File: config.mk
export PLATFORM = sky130hd
export DESIGN_NAME = path_player
export DESIGN_NICKNAME = d
export VERILOG_FILES = /design/src/rtl/path_player.sv
export SDC_FILE = /design/constraint.sdc
export NUM_CORES = 1
export LEC_CHECK = 0
export CAP_MARGIN = 20
export CORE_MARGIN = 10
export CORE_UTILIZATION = 57
export DETAILED_ROUTE_END_ITERATION = 8
export PLACE_DENSITY = 0.84
export SLEW_MARGIN = 20
export SYNTH_ARGS = -nofsm -noshare
export SYNTH_HDL_FRONTEND = slang
export SYNTH_SLANG_ARGS = --single-unit
File: constraint.sdc
create_clock -name clk -period 5.6 [get_ports clk]
set_clock_uncertainty 0.1 [all_clocks]
set_input_delay 1.12 -clock clk [delete_from_list [all_inputs] [get_ports clk]]
set_output_delay 1.12 -clock clk [all_outputs]
set_load 0.03 [all_outputs]
File: src/rtl/path_player.sv
// path_player: replays a stored path of X/Y nibble locations as EAST/WEST/SOUTH/NORTH move codes.
// Define PATH_PLAYER_WRAP_CHECK_EN to treat nibble wrap-around (15<->0) as non-adjacent.
module path_player #(
    parameter logic [7:0] MAX_STEPS = 8'd255
) (
    input  logic       clk,
    input  logic       rst,
    input  logic       start,
    input  logic       empStck,
    input  logic [7:0] locIn,
    output logic       pop,
    output logic       run,
    output logic [1:0] dir,
    output logic       dirValid,
    input  logic       dirReady,
    output logic [7:0] stepCount,
    output logic       busy,
    output logic       finished,
    output logic       badStep
);

    typedef enum logic [2:0] {S_IDLE, S_POP, S_LOAD, S_EMIT, S_DONE} state_t;

    state_t     state_q, state_d;
    logic [7:0] step_q, step_d;
    logic [7:0] prev_q, prev_d;
    logic [7:0] cur_q, cur_d;
    logic [1:0] dir_q, dir_d;
    logic       bad_q, bad_d;
    logic       first_q, first_d;

    logic [3:0] dx, dy;
    logic       adj;
    logic [1:0] adj_dir;

    // Modulo-16 nibble deltas; +1 and 15 (i.e. -1) are the adjacent cases.
    assign dx = locIn[7:4] - prev_q[7:4];
    assign dy = locIn[3:0] - prev_q[3:0];

    always_comb begin
        adj     = 1'b0;
        adj_dir = 2'b00;
        if (dy == 4'd0) begin
            if (dx == 4'd1) begin
                adj     = 1'b1;
                adj_dir = 2'b00;
            end else if (dx == 4'hF) begin
                adj     = 1'b1;
                adj_dir = 2'b01;
            end
        end else if (dx == 4'd0) begin
            if (dy == 4'd1) begin
                adj     = 1'b1;
                adj_dir = 2'b10;
            end else if (dy == 4'hF) begin
                adj     = 1'b1;
                adj_dir = 2'b11;
            end
        end
`ifdef PATH_PLAYER_WRAP_CHECK_EN
        if ((adj_dir == 2'b00 && prev_q[7:4] == 4'hF) ||
            (adj_dir == 2'b01 && prev_q[7:4] == 4'h0) ||
            (adj_dir == 2'b10 && prev_q[3:0] == 4'hF) ||
            (adj_dir == 2'b11 && prev_q[3:0] == 4'h0)) begin
            adj = 1'b0;
        end
`endif
    end

    always_ff @(posedge clk) begin
        if (rst) begin
            state_q <= S_IDLE;
            step_q  <= '0;
            prev_q  <= '0;
            cur_q   <= '0;
            dir_q   <= '0;
            bad_q   <= 1'b0;
            first_q <= 1'b0;
        end else begin
            state_q <= state_d;
            step_q  <= step_d;
            prev_q  <= prev_d;
            cur_q   <= cur_d;
            dir_q   <= dir_d;
            bad_q   <= bad_d;
            first_q <= first_d;
        end
    end

    always_comb begin
        state_d = state_q;
        step_d  = step_q;
        prev_d  = prev_q;
        cur_d   = cur_q;
        dir_d   = dir_q;
        bad_d   = bad_q;
        first_d = first_q;
        case (state_q)
            S_IDLE: begin
                if (start) begin
                    step_d  = '0;
                    bad_d   = 1'b0;
                    first_d = 1'b1;
                    state_d = empStck ? S_DONE : S_POP;
                end
            end
            // An empty store here has no location to read, so the run ends instead of loading.
            S_POP:  state_d = empStck ? S_DONE : S_LOAD;
            S_LOAD: begin
                cur_d = locIn;
                if (first_q) begin
                    prev_d  = locIn;
                    first_d = 1'b0;
                    state_d = empStck ? S_DONE : S_POP;
                end else if (adj) begin
                    dir_d   = adj_dir;
                    state_d = S_EMIT;
                end else begin
                    bad_d   = 1'b1;
                    state_d = S_DONE;
                end
            end
            S_EMIT: begin
                if (dirReady) begin
                    step_d  = step_q + 8'd1;
                    prev_d  = cur_q;
                    state_d = (step_d == MAX_STEPS || empStck) ? S_DONE : S_POP;
                end
            end
            S_DONE: begin
                if (!start) state_d = S_IDLE;
            end
            default: state_d = S_IDLE;
        endcase
    end

    always_comb begin
        pop       = (state_q == S_POP) && !empStck;
        busy      = (state_q == S_POP) || (state_q == S_LOAD) || (state_q == S_EMIT);
        run       = busy;
        dirValid  = (state_q == S_EMIT);
        finished  = (state_q == S_DONE);
        dir       = dir_q;
        stepCount = step_q;
        badStep   = bad_q;
    end

endmodule

Word-level counts from Yosys, hierarchy flattened
Cells that the tools add are included.
Storage, ports and cells
  register bits after elaboration: 31
  latch bits: 0
  RAM bits: 0
  bits in read-only memories: 0
  input bits: 13
  output and inout bits: 16
  word-level logic and storage cells: 76
  memories kept: 0
Operators by class
  add/subtract/negate cells: 3
  $mul: 0
  divide/modulo/power cells: 0
  order comparisons: 0
  equality and inequality tests: 15
  shifts and indexed selects: 0
  multiplexer cells: 33
  bitwise operators: 1
  reductions and logical operators: 17
Operators by type and width (count)
  8-bit two-way mux: 4
  8-bit case mux with 2 select lines: 2
  3-bit two-way mux: 8
  3-bit case mux with 5 select lines: 1
  1-bit two-way mux: 12
  3-bit AND reduction: 4
  2-bit inequality test (second input constant): 5
  8-bit by 1-bit adder with 8-bit output (second input constant): 1
  4-bit by 1-bit equality test with 1-bit output (second input constant): 2
  4-bit equality test (second input constant): 2
  8-bit equality test (second input constant): 1
  4-bit zero test: 2
  2-bit two-way mux: 4
  4-bit subtractor: 2
  3-bit by 2-bit equality test with 1-bit output (second input constant): 2
  2-bit nonzero test: 3
  1-bit case mux with 2 select lines: 2
  4-bit AND reduction: 1
  3-bit by 1-bit equality test with 1-bit output (second input constant): 1
  3-bit equality test (second input constant): 1
  3-bit zero test: 1
  1-bit logical OR: 3
  2-bit by 1-bit inequality test with 1-bit output (second input constant): 1
  2-bit AND reduction: 1
  3 further kinds: 3

Logic depth before layout (Yosys ltp)
Gate-level depths: netlist of run 1.
  word-level depth: 9
  gate-level depth with buffers: 10
  depth with buffers taken out: 10

Worst setup path before layout of run 1
Ideal clock, no wire load.
  path kind: input-to-output
  from: in empStck
  to: out pop
  data arrival time: 2235 ps
  required time: 4380 ps
  path slack: 2145 ps
  stages on the path: 1
  buffers on the path: 0
  cells stage by stage: nor4b_1
Between the ends
  cells in the longest elaborated chain, start to end: 2
RTL lines
  start: declaration: RTL line 9  | input logic empStck,
  1-bit zero test: RTL line 138  | pop = (state_q == S_POP) && !empStck;
  1-bit logical AND: RTL line 138
  end: declaration: RTL line 11  | output logic pop,
Every way passes these cells.

Worst setup path in the final report of run 1
Same ends and word-level chain as after synthesis.

==> flow_summary.yaml, run 1 <==
outcome:
  outcome: "complete, no violations"
floorplan:
  num_rows: 20
  ioPinCount: 29
  die_w_um: 76.3
  dieArea_um2: 5820
  start_util: 0.592
  core_um2: 3050
  die_h_um: 76.3
clock_tree:
  h-tree-depth: 2
  clockBufferDepth: 2
  cts.sinks: 31
  cts_tree: "yes"
  root_buffer: "clkbuf_4"
  clock_latency_ps: 330
  path_clk_slew_ps: 100
  hold_buffers: 0
  cts_resized: 0
  postCtsSetupBuffers: 0
  cts_made_buffers: 5
pwr:
  pwr-share-seq: 0.521
  p_sw_frac: 0.262
  netSwitchingPower_mw: 0.115
  p_leak_nw: 0.753
  intPower_mw: 0.325
  p_comb_frac: 0.134
  pwr_density_cell_nw_per_um2: 204
  vdd_ir_drop_max_v: 0.000142
  clkPwrFrac: 0.346
critical_path:
  critPathMaxStageDelay_ps: 750
  crit_type: "in2out"
  endpoint_kind: "output pin"
  cp_slowest_cell: "clkdlybuf4s50_1"
  cp_max_fo: 4
  path_delay_family: "buffers and inverters"
  crit_required_ps: 4380
  worstPathArrival_ps: 2700
  cp_common_cell: "clkdlybuf4s50_1"
  worstPathCellList: "clkdlybuf4s50_1 -> nor4b_1 -> clkdlybuf4s50_1"
  cp.buffers_inverters: 2
  cp-start-kind: "input port"
layout:
  antenna_cells: 0
  nets: 264
  layout-drive-gt1-share: 0.0579
  syn2layout_area_growth_pct: 19.7
  fill_cells: 260
placed_design:
  place.gp.congestion: 0.875
  hpwl_um: 2820
  pre_cts_ws_ps: 1680
  io_buffers: 28
timing:
  rsz0062_at_grt: "no"
  max_freq_ghz: 0.255
  setup_viol: 0
  setup_ws_ps: 1680
  setup-tns-final_ps: 0
  drv_slew: 0
  min_period_ps: 3920
  slew_headroom: 0.530
  post-route-period-util: 0.701
  hold_viol: 0
  tightest_slew_ps: 706
synth:
  ys_top_cells_by_count: "33 x nor2_1, 31 x dfxtp_1, 19 x a21oi_1"
  yosys_most_used_dff: "dfxtp_1"
  yosys-top-cells-area: "dfxtp_1 34%, mux2i_1 7.2%, nor2_1 6.9%"
  synth_cells: 217
  syn_avg_cell_area_um2: 8.33
  yosysWarnings: 0
  synth.net_count: 240
  synth_edf_count: 0
  ys_seq_elements: 31
  netlist.area_leader.share: 0.343
  synth_area_um2: 1810
  yosysMostFrequentCell: "nor2_1"
  ys_seq_area_frac: 0.343
  synthArstFlopShare: 0
  yosys.area.top_type: "dfxtp_1"
  synth.distinct_cells: 42
grt:
  grt_util_all_layers: 0.138
  grt_pass1_vias: 1546
  antenna_found_initial: 0
  grt_pass1_wl_um: 6980
  grt_max_degree: 32
  gr-total-overflow: 0
detailed_routing:
  drt_iter0_drc: 80
  ant_nets: 0
  dr.pass1.iters: 4
  avgRoutedWirePerCell_um: 13.7
  remaining_drc_errors: 0
  vias: 1578
  viasPerCell: 5.52
  wirelength_um: 3930
hold_path:
  holdCritPathClass: "reg2reg"
flow_run:
  max-cap-violations: 0
[sequential cells by signal (all words and copies together), names as in the netlist]
signal / flops
dir: 2
badStep: 1
cur_q: 8
stepCount: 8
prev_q: 8
first_q: 1
state_q: 3
[routing by layer]
metal  GRT usage  vias up  share of wire
met4      0.0446        0          0.013
met2       0.219       36           0.48
met3      0.0507        8          0.052
met5           0        -              0
li1            -      814              -
met1       0.169      720           0.45
[through the flow]
stage,total power [mW],instances,util,area (um^2),hold WS [ps]
floorplan,0.270,217,-,1810,360
global placement,0.292,278,0.687,2100,359
detailed placement,0.293,278,0.687,2100,383
CTS,0.444,286,0.710,2170,404
global route,0.461,286,0.708,2160,435
finish,0.440,286,0.708,2160,400
[cells in the final DEF (no fill, tap or decap), types with 5 or more instances in the layout]
master	count
a211oi_1	10
a21oi_1	19
a31oi_1	6
clkbuf_4	5
clkdlybuf4s50_1	27
dfxtp_1	31
ha_1	8
inv_1	11
mux2i_1	13
nand2_1	7
nor2_1	33
nor2b_1	5
o21ai_0	6
or3_1	5
[path summary, 6_finish.rpt]
path | startpoint | to | slack (ps) | depth (start not counted)
hold / removal | dir[0] | dir[0] | 400 | 2
setup / recovery | empStck | pop | 1680 | 3
hold reg to reg | dir[0] | dir[0] | 400 | 2
setup reg to reg | state_q[0] | prev_q[0] | 2880 | 5
[cells by family (layout without fill, tap and decap cells)]
kind of cell | Yosys count | in the layout | synth area share
AO/OA/AOI/OAI | 54 | 54 | 0.193
XOR/XNOR | 6 | 6 | 0.0291
adder cells (fa/ha/maj) | 10 | 10 | 0.0776
buffers and inverters | 23 | 48 | 0.0512
flip-flops | 31 | 31 | 0.343
multiplexers | 13 | 13 | 0.0720
AND/OR/NAND/NOR | 80 | 80 | 0.234
[power groups by stage]
stage                     sequential [mW]  clock (mW)  combinational, mW
final                               0.229       0.152             0.0588
after global routing                0.230       0.165             0.0655
after global placement              0.234           0             0.0574
after CTS                           0.229       0.155             0.0594
after floorplan                     0.233           0             0.0375
after detailed placement            0.234           0             0.0589
[final cells by class]
| type | count | area, um^2 | area share |
|---|---|---|---|
| Timing Repair Buffer | 29 | 283 | 0.131 |
| Multi-Input combinational cell | 163 | 1090 | 0.506 |
| Clock buffer | 8 | 68.8 | 0.0318 |
| Tap cell | 44 | 55.1 | 0.0255 |
| Inverter | 11 | 41.3 | 0.0191 |
| Sequential cell | 31 | 621 | 0.287 |
[tightest hold or removal path: stages (launching register included)]
cell	delay, ps
dfxtp_1	320
inv_1	60
a211oi_1	70
Note: power is estimated with default switching activity, not from simulation.
==> run 2, diff against run 1 <==
Settings changed: CORE_UTILIZATION 57 to 48, PLACE_DENSITY 0.84 to 0.76.
Clock period 5.6 ns to 3.15 ns, I/O delays scaled along.
==> run 2 against run 1 <==
Register-to-register slack worse by 2200 ps; combinational power up 100%; setup slack worse by 1600 ps; final area up 8.2%; largest power group is now clock.
==> flow_summary.yaml, run 2 (synthesized netlist as in run 1, its figures left out) <==
clock_tree:
  hold_buffers: 0
  clock_latency_ps: 290
  root_buffer: "clkbuf_8"
  path_clk_slew_ps: 60
  h-tree-depth: 2
  clockBufferDepth: 2
  cts_made_buffers: 5
  cts.sinks: 31
  cts_tree: "yes"
grt:
  grt_pass1_wl_um: 6720
  grt_pass1_vias: 1488
  antenna_found_initial: 0
  grt_util_all_layers: 0.128
  grt_max_degree: 32
  gr-total-overflow: 0
floorplan:
  num_rows: 22
  die_w_um: 81.4
  core_um2: 3660
  die_h_um: 81.4
  dieArea_um2: 6620
  start_util: 0.494
  ioPinCount: 29
detailed_routing:
  dr.pass1.iters: 4
  wirelength_um: 4140
  viasPerCell: 5.37
  vias: 1633
  ant_nets: 0
  remaining_drc_errors: 0
  drt_iter0_drc: 161
  avgRoutedWirePerCell_um: 13.6
layout:
  layout-drive-gt1-share: 0.109
  fill_cells: 304
  stdcell_count: 304
  layout_commonest_cell: "nor2_1"
  syn2layout_area_growth_pct: 29.4
  antenna_cells: 0
  final_cell_mix: "33 x nor2_1, 31 x dfxtp_1, 28 x clkdlybuf4s50_1, 19 x a21oi_1, 15 x buf_4"
  nets: 278
critical_path:
  path_delay_family: "compound AO/OA/AOI/OAI gates"
  crit_required_ps: 3240
  crit_type: "in2reg"
  cp.buffers_inverters: 2
  crit_start: "locIn[4]"
  worstPathCellList: "clkdlybuf4s50_1 -> inv_1 -> ha_1 -> fa_1 -> xor2_1 -> or4_4 -> a21o_1 -> a21o_1 -> a2111oi_4"
  cp-start-kind: "input port"
  cp_common_cell: "a21o_1"
  reg2reg_slack_ps: 670
  cp_max_fo: 3
  cp_slowest_cell: "clkdlybuf4s50_1"
  ff2ff_path_depth: 8
  endpoint_kind: "register"
  r2r-end: "state_q[0]"
  cp.depth: 9
  critPathMaxStageDelay_ps: 480
  worstPathArrival_ps: 3130
  r2r_start: "prev_q[2]"
timing:
  post-route-period-util: 0.964
  rsz0062_at_grt: "no"
  max_freq_ghz: 0.329
  min_period_ps: 3040
  drv_slew: 0
  hold_viol: 0
  slew_headroom: 0.641
  setup_viol: 0
  tightest_slew_ps: 538
  setup_ws_ps: 115
placed_design:
  hpwl_um: 3060
  io_buffers: 28
  pre_cts_ws_ps: -182
  place_inst: 296
  place.gp.congestion: 0.831
pwr:
  vdd_ir_drop_max_v: 0.000286
  p_leak_nw: 0.842
  finalPower_mw: 0.940
  p_comb_frac: 0.126
  clkPwrFrac: 0.440
  netSwitchingPower_mw: 0.228
  p_sw_frac: 0.243
  pwr-share-seq: 0.434
  intPower_mw: 0.712
  pwr_density_cell_nw_per_um2: 402
hold_path:
  worstHoldPathCells: 2
  hold_end: "dir[0]"
  min_from: "dir[0]"
  holdCritPathClass: "reg2reg"
outcome:
  outcome: "complete, no violations"
flow_run:
  max-cap-violations: 0
## run 2: layout make-up
class | instances | area, um^2 | area share
Timing Repair Buffer | 43 | 393 | 0.168
Multi-Input combinational cell | 163 | 1110 | 0.473
Clock buffer | 6 | 82.6 | 0.0353
Sequential cell | 31 | 621 | 0.265
Clock inverter | 2 | 35.0 | 0.0150
Tap cell | 48 | 60.1 | 0.0257
Inverter | 11 | 41.3 | 0.0177
## run 2: repair_timing
item                                   in CTS  in global routing
setup buffers                               0                  0
setup endpoints to repair                   0                  1
gates resized for setup                     0                  1
endpoints found under the hold margin       0                  0
## run 2: power by group through the flow
stage	clock, mW	combinational, mW	sequential [mW]
6_report	0.414	0.119	0.408
2_1_floorplan	0	0.0666	0.414
3_5_place_dp	0	0.117	0.417
3_3_place_gp	0	0.114	0.416
5_1_grt	0.431	0.129	0.409
4_1_cts	0.421	0.118	0.408
## run 2: metal layers
metal  vias to the layer above  share of wire  track usage
met2                        26           0.47        0.211
met4                         0          0.018       0.0657
li1                        845              -            -
met5                         -              0            0
met3                         7          0.044       0.0375
met1                       755           0.47        0.147
## run 2: worst register-to-register path, stage by stage, from the launching register on
cell,delay (ps)
dfxtp_1,330
inv_1,40
ha_1,310
and3b_1,180
or3_1,400
a211o_1,330
a21o_1,190
a21o_1,210
a2111oi_4,280
## run 2: worst max path at each step
stage                     slack (ps)          to
after floorplan                  390  state_q[0]
after global placement          -130  state_q[0]
after detailed placement        -180  state_q[0]
after CTS                         90  state_q[0]
after global routing               5  state_q[0]
final                            110  state_q[0]
## run 2: per-stage QoR
| step | setup TNS (ps) | hold slack (ps) | area [um^2] | util |
|---|---|---|---|---|
| after floorplan | 0 | 360 | 1810 | - |
| after detailed placement | -516 | 379 | 2210 | 0.603 |
| final | 0 | 379 | 2340 | 0.639 |
| after global placement | -237 | 368 | 2210 | 0.603 |
| after global routing | 0 | 412 | 2340 | 0.639 |
| after CTS | 0 | 389 | 2330 | 0.635 |
